===== config.mk =====
export PLATFORM = sky130hd
export DESIGN_NAME = uart_tx_fifo_cfg
export DESIGN_NICKNAME = d
export VERILOG_FILES = /design/src/rtl/uart_pkg.sv /design/src/rtl/uart_sync_fifo.sv /design/src/rtl/uart_tx_fifo_cfg.sv
export SDC_FILE = /design/constraint.sdc
export NUM_CORES = 1
export LEC_CHECK = 0
export CAP_MARGIN = 30
export CORE_UTILIZATION = 54
export CTS_CLUSTER_SIZE = 8
export DETAILED_ROUTE_END_ITERATION = 7
export GPL_ROUTABILITY_DRIVEN = 0
export HOLD_SLACK_MARGIN = 0.15
export PLACE_DENSITY = 0.73
export SLEW_MARGIN = 10
export SYNTH_ARGS = -nofsm -noshare
export SYNTH_HDL_FRONTEND = slang
export SYNTH_HIERARCHICAL = 1
export SYNTH_SLANG_ARGS = --single-unit
export TNS_END_PERCENT = 10

===== constraint.sdc =====
create_clock -name clk -period 4.2 [get_ports clk]
set_input_delay 0.84 -clock clk [delete_from_list [all_inputs] [get_ports clk]]
set_output_delay 0.84 -clock clk [all_outputs]
set_load 0.02 [all_outputs]

===== src/rtl/uart_pkg.sv =====
// Shared encodings and helpers for the configurable UART transmitter.
package uart_pkg;

  localparam int PAR_NONE = 0;
  localparam int PAR_ODD  = 1;
  localparam int PAR_EVEN = 2;

  typedef enum logic [2:0] {
    ST_IDLE   = 3'd0,
    ST_START  = 3'd1,
    ST_DATA   = 3'd2,
    ST_PARITY = 3'd3,
    ST_STOP   = 3'd4
  } state_t;

  // Unused upper bits must be zero, so the narrower frames reduce correctly.
  function automatic logic parity_bit(input logic [8:0] d, input int mode);
    return (mode == PAR_ODD) ? ~^d : ^d;
  endfunction

endpackage


===== src/rtl/uart_sync_fifo.sv =====
// Synchronous FIFO with extra pointer MSB for full/empty and level decode.
module uart_sync_fifo #(
  parameter  int W     = 8,
  parameter  int DEPTH = 4,
  localparam int AW    = $clog2(DEPTH)
) (
  input  logic          clk,
  input  logic          rst,
  input  logic          push,
  input  logic          pop,
  input  logic [W-1:0]  wdata,
  output logic [W-1:0]  rdata,
  output logic          full,
  output logic          empty,
  output logic [AW:0]   level
);

  logic [W-1:0] mem [DEPTH];
  logic [AW:0]  wptr, rptr;
  logic         do_push, do_pop;

  assign full    = (wptr[AW] != rptr[AW]) && (wptr[AW-1:0] == rptr[AW-1:0]);
  assign empty   = (wptr == rptr);
  assign level   = wptr - rptr;
  assign do_push = push && !full;
  assign do_pop  = pop && !empty;
  assign rdata   = mem[rptr[AW-1:0]];

  always_ff @(posedge clk) begin
    if (rst) begin
      wptr <= '0;
      rptr <= '0;
    end else begin
      if (do_push) wptr <= wptr + (AW+1)'(1);
      if (do_pop)  rptr <= rptr + (AW+1)'(1);
    end
  end

  always_ff @(posedge clk) begin
    if (do_push) mem[wptr[AW-1:0]] <= wdata;
  end

endmodule


===== src/rtl/uart_tx_fifo_cfg.sv =====
// Configurable UART transmitter: FIFO-fed frame FSM with registered tx.
module uart_tx_fifo_cfg
  import uart_pkg::*;
#(
  parameter  int CYCLES_PER_BIT = 3125,
  parameter  int DATA_BITS      = 8,
  parameter  int PARITY_MODE    = 1,
  parameter  int STOP_BITS      = 1,
  parameter  int FIFO_DEPTH     = 4,
  localparam int LW             = $clog2(FIFO_DEPTH) + 1
) (
  input  logic                 clk,
  input  logic                 rst,
  input  logic [DATA_BITS-1:0] in_data,
  input  logic                 in_valid,
  output logic                 in_ready,
  output logic                 tx,
  output logic                 busy,
  output logic                 frame_done,
  output logic [LW-1:0]        fifo_level
);

  localparam int CW = $clog2(CYCLES_PER_BIT);
  localparam int BW = $clog2(DATA_BITS);
  localparam logic [CW-1:0] CNT_LAST = CW'(CYCLES_PER_BIT - 1);
  localparam logic [BW-1:0] BIT_LAST = BW'(DATA_BITS - 1);

  if (CYCLES_PER_BIT < 4 || DATA_BITS < 5 || DATA_BITS > 9 ||
      PARITY_MODE < 0 || PARITY_MODE > 2 || STOP_BITS < 1 || STOP_BITS > 2 ||
      FIFO_DEPTH < 2 || (FIFO_DEPTH & (FIFO_DEPTH - 1)) != 0) begin : g_bad_cfg
    $error("uart_tx_fifo_cfg: illegal parameter set");
  end

  state_t               state, state_n;
  logic [CW-1:0]        cnt, cnt_n;
  logic [BW-1:0]        bidx, bidx_n;
  logic                 sidx, sidx_n;
  logic [DATA_BITS-1:0] sh, sh_n;
  logic                 par, par_n;
  logic                 tx_n, done_n;
  logic                 bit_end, load, pop;
  logic [DATA_BITS-1:0] fifo_rd;
  logic                 fifo_full, fifo_empty;

  uart_sync_fifo #(.W(DATA_BITS), .DEPTH(FIFO_DEPTH)) u_fifo (
    .clk   (clk),
    .rst   (rst),
    .push  (in_valid),
    .pop   (pop),
    .wdata (in_data),
    .rdata (fifo_rd),
    .full  (fifo_full),
    .empty (fifo_empty),
    .level (fifo_level)
  );

  assign in_ready = !fifo_full;
  assign busy     = (state != ST_IDLE);
  assign bit_end  = (cnt == CNT_LAST);

  always_comb begin
    state_n = state;
    cnt_n   = cnt;
    bidx_n  = bidx;
    sidx_n  = sidx;
    sh_n    = sh;
    par_n   = par;
    tx_n    = tx;
    done_n  = 1'b0;
    load    = 1'b0;
    pop     = 1'b0;
    if (state != ST_IDLE) cnt_n = bit_end ? '0 : cnt + CW'(1);
    case (state)
      ST_IDLE: begin
        tx_n  = 1'b1;
        cnt_n = '0;
        if (!fifo_empty) load = 1'b1;
      end
      ST_START: if (bit_end) begin
        state_n = ST_DATA;
        tx_n    = sh[0];
        sh_n    = sh >> 1;
        bidx_n  = '0;
      end
      ST_DATA: if (bit_end) begin
        if (bidx == BIT_LAST) begin
          if (PARITY_MODE != PAR_NONE) begin
            state_n = ST_PARITY;
            tx_n    = par;
          end else begin
            state_n = ST_STOP;
            tx_n    = 1'b1;
            sidx_n  = 1'b0;
          end
        end else begin
          tx_n   = sh[0];
          sh_n   = sh >> 1;
          bidx_n = bidx + BW'(1);
        end
      end
      ST_PARITY: if (bit_end) begin
        state_n = ST_STOP;
        tx_n    = 1'b1;
        sidx_n  = 1'b0;
      end
      ST_STOP: if (bit_end) begin
        if (sidx == 1'(STOP_BITS - 1)) begin
          done_n = 1'b1;
          // Chain straight into the next start bit when a word is waiting.
          if (!fifo_empty) load = 1'b1;
          else begin
            state_n = ST_IDLE;
            tx_n    = 1'b1;
          end
        end else begin
          sidx_n = 1'b1;
        end
      end
      default: begin
        state_n = ST_IDLE;
        tx_n    = 1'b1;
        cnt_n   = '0;
      end
    endcase
    if (load) begin
      pop     = 1'b1;
      sh_n    = fifo_rd;
      par_n   = parity_bit(9'(fifo_rd), PARITY_MODE);
      tx_n    = 1'b0;
      cnt_n   = '0;
      bidx_n  = '0;
      sidx_n  = 1'b0;
      state_n = ST_START;
    end
  end

  always_ff @(posedge clk) begin
    if (rst) begin
      state      <= ST_IDLE;
      cnt        <= '0;
      bidx       <= '0;
      sidx       <= 1'b0;
      sh         <= '0;
      par        <= 1'b0;
      tx         <= 1'b1;
      frame_done <= 1'b0;
    end else begin
      state      <= state_n;
      cnt        <= cnt_n;
      bidx       <= bidx_n;
      sidx       <= sidx_n;
      sh         <= sh_n;
      par        <= par_n;
      tx         <= tx_n;
      frame_done <= done_n;
    end
  end

endmodule

==> impl_metrics.py, run 1 <==
metrics = {
    "outcome": {
        "status": "finished clean",
    },
    "hold_path": {
        "hold_depth": 1,
        "hold_end": "cnt[0]$_SDFFE_PP0P_",
        "min-delay-start": "cnt[0]$_SDFFE_PP0P_",
        "hold_path_class": "reg2reg",
    },
    "clock_network": {
        "numCtsBuffers": 9,
        "cts_setup_buffers": 0,
        "cts_tree": "yes",
        "clk_latency_ns": 0.35,
        "htreeDepth": 3,
        "path_clk_slew_ns": 0.08,
        "clockBufferDepth": 2,
        "numClockSinks": 69,
        "cts_resized": 0,
        "cts-root-buf": "clkbuf_8",
        "postCtsHoldBufs": 0,
    },
    "logic_synthesis": {
        "ys_warn_count": 6,
        "yosys.area_share.adder_pct": 4.80,
        "synth_compound_area_share_pct": 10.9,
        "synth_area_leaders": "edfxtp_1 (29%), dfxtp_1 (23%), mux4_2 (5.5%)",
        "async_flop_share_pct": 0,
        "synth_ff_type": "dfxtp_1",
        "muxShareOfSynthArea_pct": 5.49,
        "synthTopCellsByCount": "dfxtp_1 (37), edfxtp_1 (32), nand3_1 (15)",
        "synth.distinct_cells": 58,
        "synth_most_common_cell": "dfxtp_1",
        "yosysSeqAreaShare_pct": 51.8,
        "syn_inst": 287,
        "synth-xor-area-share_pct": 5.07,
        "synth_top_family_by_area": "simple AND/OR/NAND/NOR gates",
        "syn_area_sq_mm": 0.00328,
        "synth_top_area_share_pct": 29.3,
        "yosys.area.top_type": "edfxtp_1",
        "synth_area_per_cell_sq_um": 11.4,
        "syn_nets": 310,
        "synthSimpleGateAreaFrac_pct": 17.3,
        "synth-seq-cells": 69,
        "synth_edf_count": 32,
    },
    "critical_path": {
        "startpoint_type": "register",
        "worstSetupPathType": "reg2out",
        "rr_worst_depth": 9,
        "cp-end-kind": "output port",
        "rr_endpoint": "u_fifo/rptr[0]$_SDFFE_PP0P_",
        "cpMaxStageDelayCell": "clkdlybuf4s50_1",
        "r2r_slack_ns": 1.24,
        "critPathArrivalTime_ns": 2.31,
        "path_delay_family": "buffers and inverters",
        "cp_cell_sequence": "inv_1, ha_1, nand2_1, nor2_1, inv_1, clkdlybuf4s50_1",
        "reg2reg_from": "u_fifo/wptr[0]$_SDFFE_PP0P_",
        "path_common_cell": "inv_1",
        "cp_max_fo": 13,
        "required_ns": 3.36,
        "path_buf_inv": 3,
        "critPathMaxStageDelay_ns": 0.59,
    },
    "cells_and_area": {
        "fin_nets": 324,
        "fin_area_sq_mm": 0.00367,
        "fillers": 486,
        "synthToLayoutAreaGrowth_pct": 11.6,
        "multi_input_area_sq_mm": 0.00143,
        "register_area_sq_mm": 0.00170,
        "utilization_pct": 62.3,
        "drive_gt1_share_pct": 11.8,
        "n_antenna_cell": 0,
    },
    "sta": {
        "timing_hold_violations_final": 0,
        "rsz0062_at_grt": "false",
        "setup_ws_ns": 1.05,
        "finalSetupViolCount": 0,
        "worstMarginPinSlew_ns": 0.740,
        "fmax_mhz": 318,
        "fin_crit_ns": 3.15,
        "finalSetupTns_ns": 0,
        "holdWs_ns": 0.466,
        "max_slew_margin_pct": 50.3,
        "clock_skew_ns": 0.00975,
        "period_share_pct": 75.0,
        "drv_slew": 0,
    },
    "route": {
        "vias": 2290,
        "finalWirelength_mm": 6.18,
        "drtPass1Iterations": 6,
        "ant_nets": 0,
        "avgViaCountPerCell": 6.01,
        "routedWlPerCell_um": 16.2,
        "drtIter0Drc": 84,
        "drc": 0,
    },
    "global_routing": {
        "grt_pass1_vias": 2097,
        "grt_usage_pct": 21.1,
        "antenna_found_initial": 0,
        "grt.overflow.total": 0,
        "grt_max_degree": 16,
        "grt_pass1_wl_mm": 9.96,
    },
    "placement": {
        "place_ws_ns": 1.29,
        "portBuffers": 17,
        "hpwl_mm": 4.21,
        "postPlaceCellArea_sq_mm": 0.00347,
    },
    "floorplanning": {
        "dieArea_sq_mm": 0.00640,
        "die_w_um": 80.0,
        "core_area_sq_mm": 0.00589,
        "num_io_pins": 18,
        "initial_core_util_pct": 55.8,
        "die_h_um": 80.0,
        "num_rows": 28,
    },
    "power": {
        "p_leak_uw": 0.00123,
        "ir_worst_vdd_mv": 0.639,
        "powerDensity_mw_per_mm2": 649,
    },
    "run": {
        "cap_viol_max_count": 0,
    },
}
==> cells by family after synthesis <==
family,after synthesis
AOI/OAI and AO/OA,51
buffers and inverters,32
and+or+nand+nor,96
DFF,69
adders and majority gates,12
muxes,8
xor gates and xnor gates,19
==> metrics by stage <==
step	power, uW	std cells
after global routing	2520	381
after detailed placement	1870	364
after floorplan	1650	287
after global placement	1850	364
after CTS	2390	380
final	2380	381
==> where the power goes <==
group | total, uW | internal [uW] | switching (uW)
sequential | 926 | 832 | 93.6
combinational | 941 | 419 | 522
clock | 513 | 227 | 286
==> worst max path at each step <==
stage                           startpoint        to  slack, ns  cells past startpoint
2_1_floorplan  u_fifo/wptr[0]$_SDFFE_PP0P_  register       1.55                     11
3_3_place_gp   u_fifo/wptr[0]$_SDFFE_PP0P_  register       1.38                      9
3_5_place_dp   u_fifo/wptr[0]$_SDFFE_PP0P_  register       1.29                      9
4_1_cts        u_fifo/wptr[0]$_SDFFE_PP0P_  in_ready       1.05                      6
5_1_grt        u_fifo/wptr[0]$_SDFFE_PP0P_  in_ready       0.91                      6
6_report       u_fifo/wptr[0]$_SDFFE_PP0P_  in_ready       1.05                      6
==> state kept, by name (all words and copies together), names as in the netlist, named ones only <==
name         count
bidx             3
u_fifo/wptr      3
frame_done       1
sh               8
u_fifo/mem      32
cnt             12
tx               1
par              1
u_fifo/rptr      3
state            3
==> cell type report <==
type	instances	share of cell area [%]
clock buffer	9	3.38
clock inverter	7	1.71
inverter	14	1.43
multi-input combinational	186	39.0
sequential	69	46.4
tap	75	2.56
timing repair buffer	21	5.46
==> layer usage <==
| layer | share of wire, % | track usage (%) | vias up |
|---|---|---|---|
| li1 | - | - | 1118 |
| met1 | 48 | 28.8 | 1110 |
| met2 | 46 | 31.5 | 49 |
| met3 | 3.8 | 5.37 | 13 |
| met4 | 1.8 | 9.46 | 0 |
| met5 | 0 | 0 | - |
==> cell usage in the layout, fill, tap and decap left out, drive strengths merged, types with 2 or more instances in the layout <==
cell type       n
inv            19
nor4bb          2
o311ai          3
and3            5
and2            4
clkdlybuf4s50  17
nor2           13
nand4           8
edfxtp         32
o221ai          2
a41oi           2
or3             3
and4            2
nand2          12
buf             3
nor3b           4
nor3           11
ha             11
a31oi           5
nor2b           2
or3b            3
dfxtp          37
clkbuf         10
a21oi          10
nand3          15
mux4            8
o21ai          12
a311oi          6
or4             3
xnor2          13
o31ai           3
xor2            6
No activity file was read; power rests on OpenSTA's default activity.
==> run 2, diff against run 1 <==
- clock period: 4.2 -> 3.2 ns (I/O delays scaled with it)
==> impl_metrics.py, run 2 (same netlist as run 1, synthesis figures left out) <==
metrics = {
    "cells_and_area": {
        "mostFrequentLayoutCells": "dfxtp_1 (37), edfxtp_1 (32), clkdlybuf4s50_1 (17)",
        "drive_gt1_share_pct": 12.1,
        "final_common_cell": "dfxtp_1",
        "fillers": 483,
        "synthToLayoutAreaGrowth_pct": 11.9,
        "fin_area_sq_mm": 0.00368,
        "fin_nets": 325,
        "largest_register_ffs": 32,
        "n_antenna_cell": 0,
    },
    "power": {
        "p_switching_uw": 1200,
        "switching_share_pct": 37.8,
        "p_seq_share_pct": 38.6,
        "powerDensity_mw_per_mm2": 860,
        "p_leak_uw": 0.00123,
        "ir_worst_vdd_mv": 0.483,
        "power_frac_clock_pct": 21.5,
        "combPwrFrac_pct": 39.9,
        "intPower_uw": 1970,
    },
    "route": {
        "drtIter0Drc": 159,
        "ant_nets": 0,
        "drc": 0,
        "finalWirelength_mm": 6.23,
        "drtPass1Iterations": 4,
        "routedWlPerCell_um": 16.3,
        "avgViaCountPerCell": 5.95,
        "vias": 2273,
    },
    "floorplanning": {
        "num_rows": 28,
        "die_h_um": 80.0,
        "core_area_sq_mm": 0.00589,
        "num_io_pins": 18,
        "dieArea_sq_mm": 0.00640,
        "die_w_um": 80.0,
        "initial_core_util_pct": 55.8,
    },
    "sta": {
        "period_share_pct": 91.4,
        "finalSetupViolCount": 0,
        "max_slew_margin_pct": 52.2,
        "clock_skew_ns": 0.0120,
        "fin_crit_ns": 2.92,
        "timing_hold_violations_final": 0,
        "finalSetupTns_ns": 0,
        "drv_slew": 0,
        "worstMarginPinSlew_ns": 0.711,
        "fmax_mhz": 342,
        "rsz0062_at_grt": "false",
        "setup_ws_ns": 0.276,
    },
    "clock_network": {
        "htreeDepth": 3,
        "cts_setup_buffers": 0,
        "path_clk_slew_ns": 0.08,
        "postCtsHoldBufs": 0,
        "cts-root-buf": "clkbuf_8",
        "cts_resized": 0,
        "clk_latency_ns": 0.35,
        "numCtsBuffers": 9,
        "numClockSinks": 69,
        "cts_tree": "yes",
        "clockBufferDepth": 2,
    },
    "global_routing": {
        "grt.overflow.total": 0,
        "grt_usage_pct": 21.8,
        "grt_pass1_wl_mm": 10.3,
        "antenna_found_initial": 0,
        "grt_max_degree": 25,
        "grt_pass1_vias": 2091,
    },
    "run": {
        "cap_viol_max_count": 0,
    },
    "critical_path": {
        "critPathArrivalTime_ns": 2.28,
        "path_buf_inv": 2,
        "cpMaxStageDelayCell": "clkdlybuf4s50_1",
        "cp_cell_sequence": "inv_1, ha_1, fa_1, xnor2_1, clkdlybuf4s50_1",
        "critPathMaxStageDelay_ns": 0.62,
        "worstSetupPathType": "reg2out",
        "required_ns": 2.56,
        "startpoint_type": "register",
        "cp_max_fo": 6,
        "cp-end-kind": "output port",
        "path_delay_family": "buffers and inverters",
    },
    "placement": {
        "hpwl_mm": 4.19,
        "portBuffers": 17,
        "postPlaceCellArea_sq_mm": 0.00348,
        "place_ws_ns": 0.524,
    },
    "outcome": {
        "status": "finished clean",
    },
    "hold_path": {
        "hold_path_class": "reg2reg",
    },
}
## run 2: changes by cell type in the layout (fill, tap and decap cells not counted), sizes merged
cell  change
buf       +1
## run 2: layout make-up
type	instances	area, sq um	share of cell area (%)
Clock buffer	9	124	3.37
Clock inverter	7	65.1	1.77
Inverter	14	52.6	1.43
Multi-Input combinational cell	186	1430	38.9
Sequential cell	69	1700	46.3
Tap cell	75	93.8	2.55
Timing Repair Buffer	22	208	5.65
## run 2: worst register-to-register path, cell delays in order (launching register included)
cell,delay (ns)
dfxtp_1,0.42
inv_1,0.11
ha_1,0.35
nand2_1,0.08
nor2b_1,0.14
or3_4,0.22
or2_1,0.34
inv_1,0.19
nor4b_1,0.20
or4_1,0.52
## run 2: final timing paths
| kind | cells after the start | endpoint | slack (ns) | from |
|---|---|---|---|---|
| worst max-delay path | 5 | fifo_level[2] | 0.28 | u_fifo/wptr[0]$_SDFFE_PP0P_ |
| worst min-delay path | 1 | cnt[0]$_SDFFE_PP0P_ | 0.46 | cnt[0]$_SDFFE_PP0P_ |
| worst min register to register | 1 | cnt[0]$_SDFFE_PP0P_ | 0.46 | cnt[0]$_SDFFE_PP0P_ |
| worst max register to register | 9 | register | 0.51 | u_fifo/wptr[0]$_SDFFE_PP0P_ |
## run 2: metal layers
metal  track usage, %  wire (um)  vias up
met2             31.5       2800       56
met5                0          0        -
met1             31.1       3090     1091
met3             4.46        244        9
met4             10.9         96        0
li1                 -          -     1117
## run 2: power by group through the flow
stage / clock network, uW / logic, uW / registers (uW)
finish: 679 / 1260 / 1220
CTS: 695 / 1260 / 1220
global route: 738 / 1400 / 1240
global placement: 0 / 1230 / 1230
detailed placement: 0 / 1250 / 1240
floorplan: 0 / 991 / 1170
## run 2: through the flow
stage | instances | power [uW] | utilization (%) | hold WS, ns
2_1_floorplan | 287 | 2160 | - | 0.426
3_3_place_gp | 365 | 2460 | 59.1 | 0.439
3_5_place_dp | 365 | 2490 | 59.1 | 0.447
4_1_cts | 381 | 3170 | 62.3 | 0.465
5_1_grt | 382 | 3380 | 62.5 | 0.480
6_report | 382 | 3160 | 62.5 | 0.459
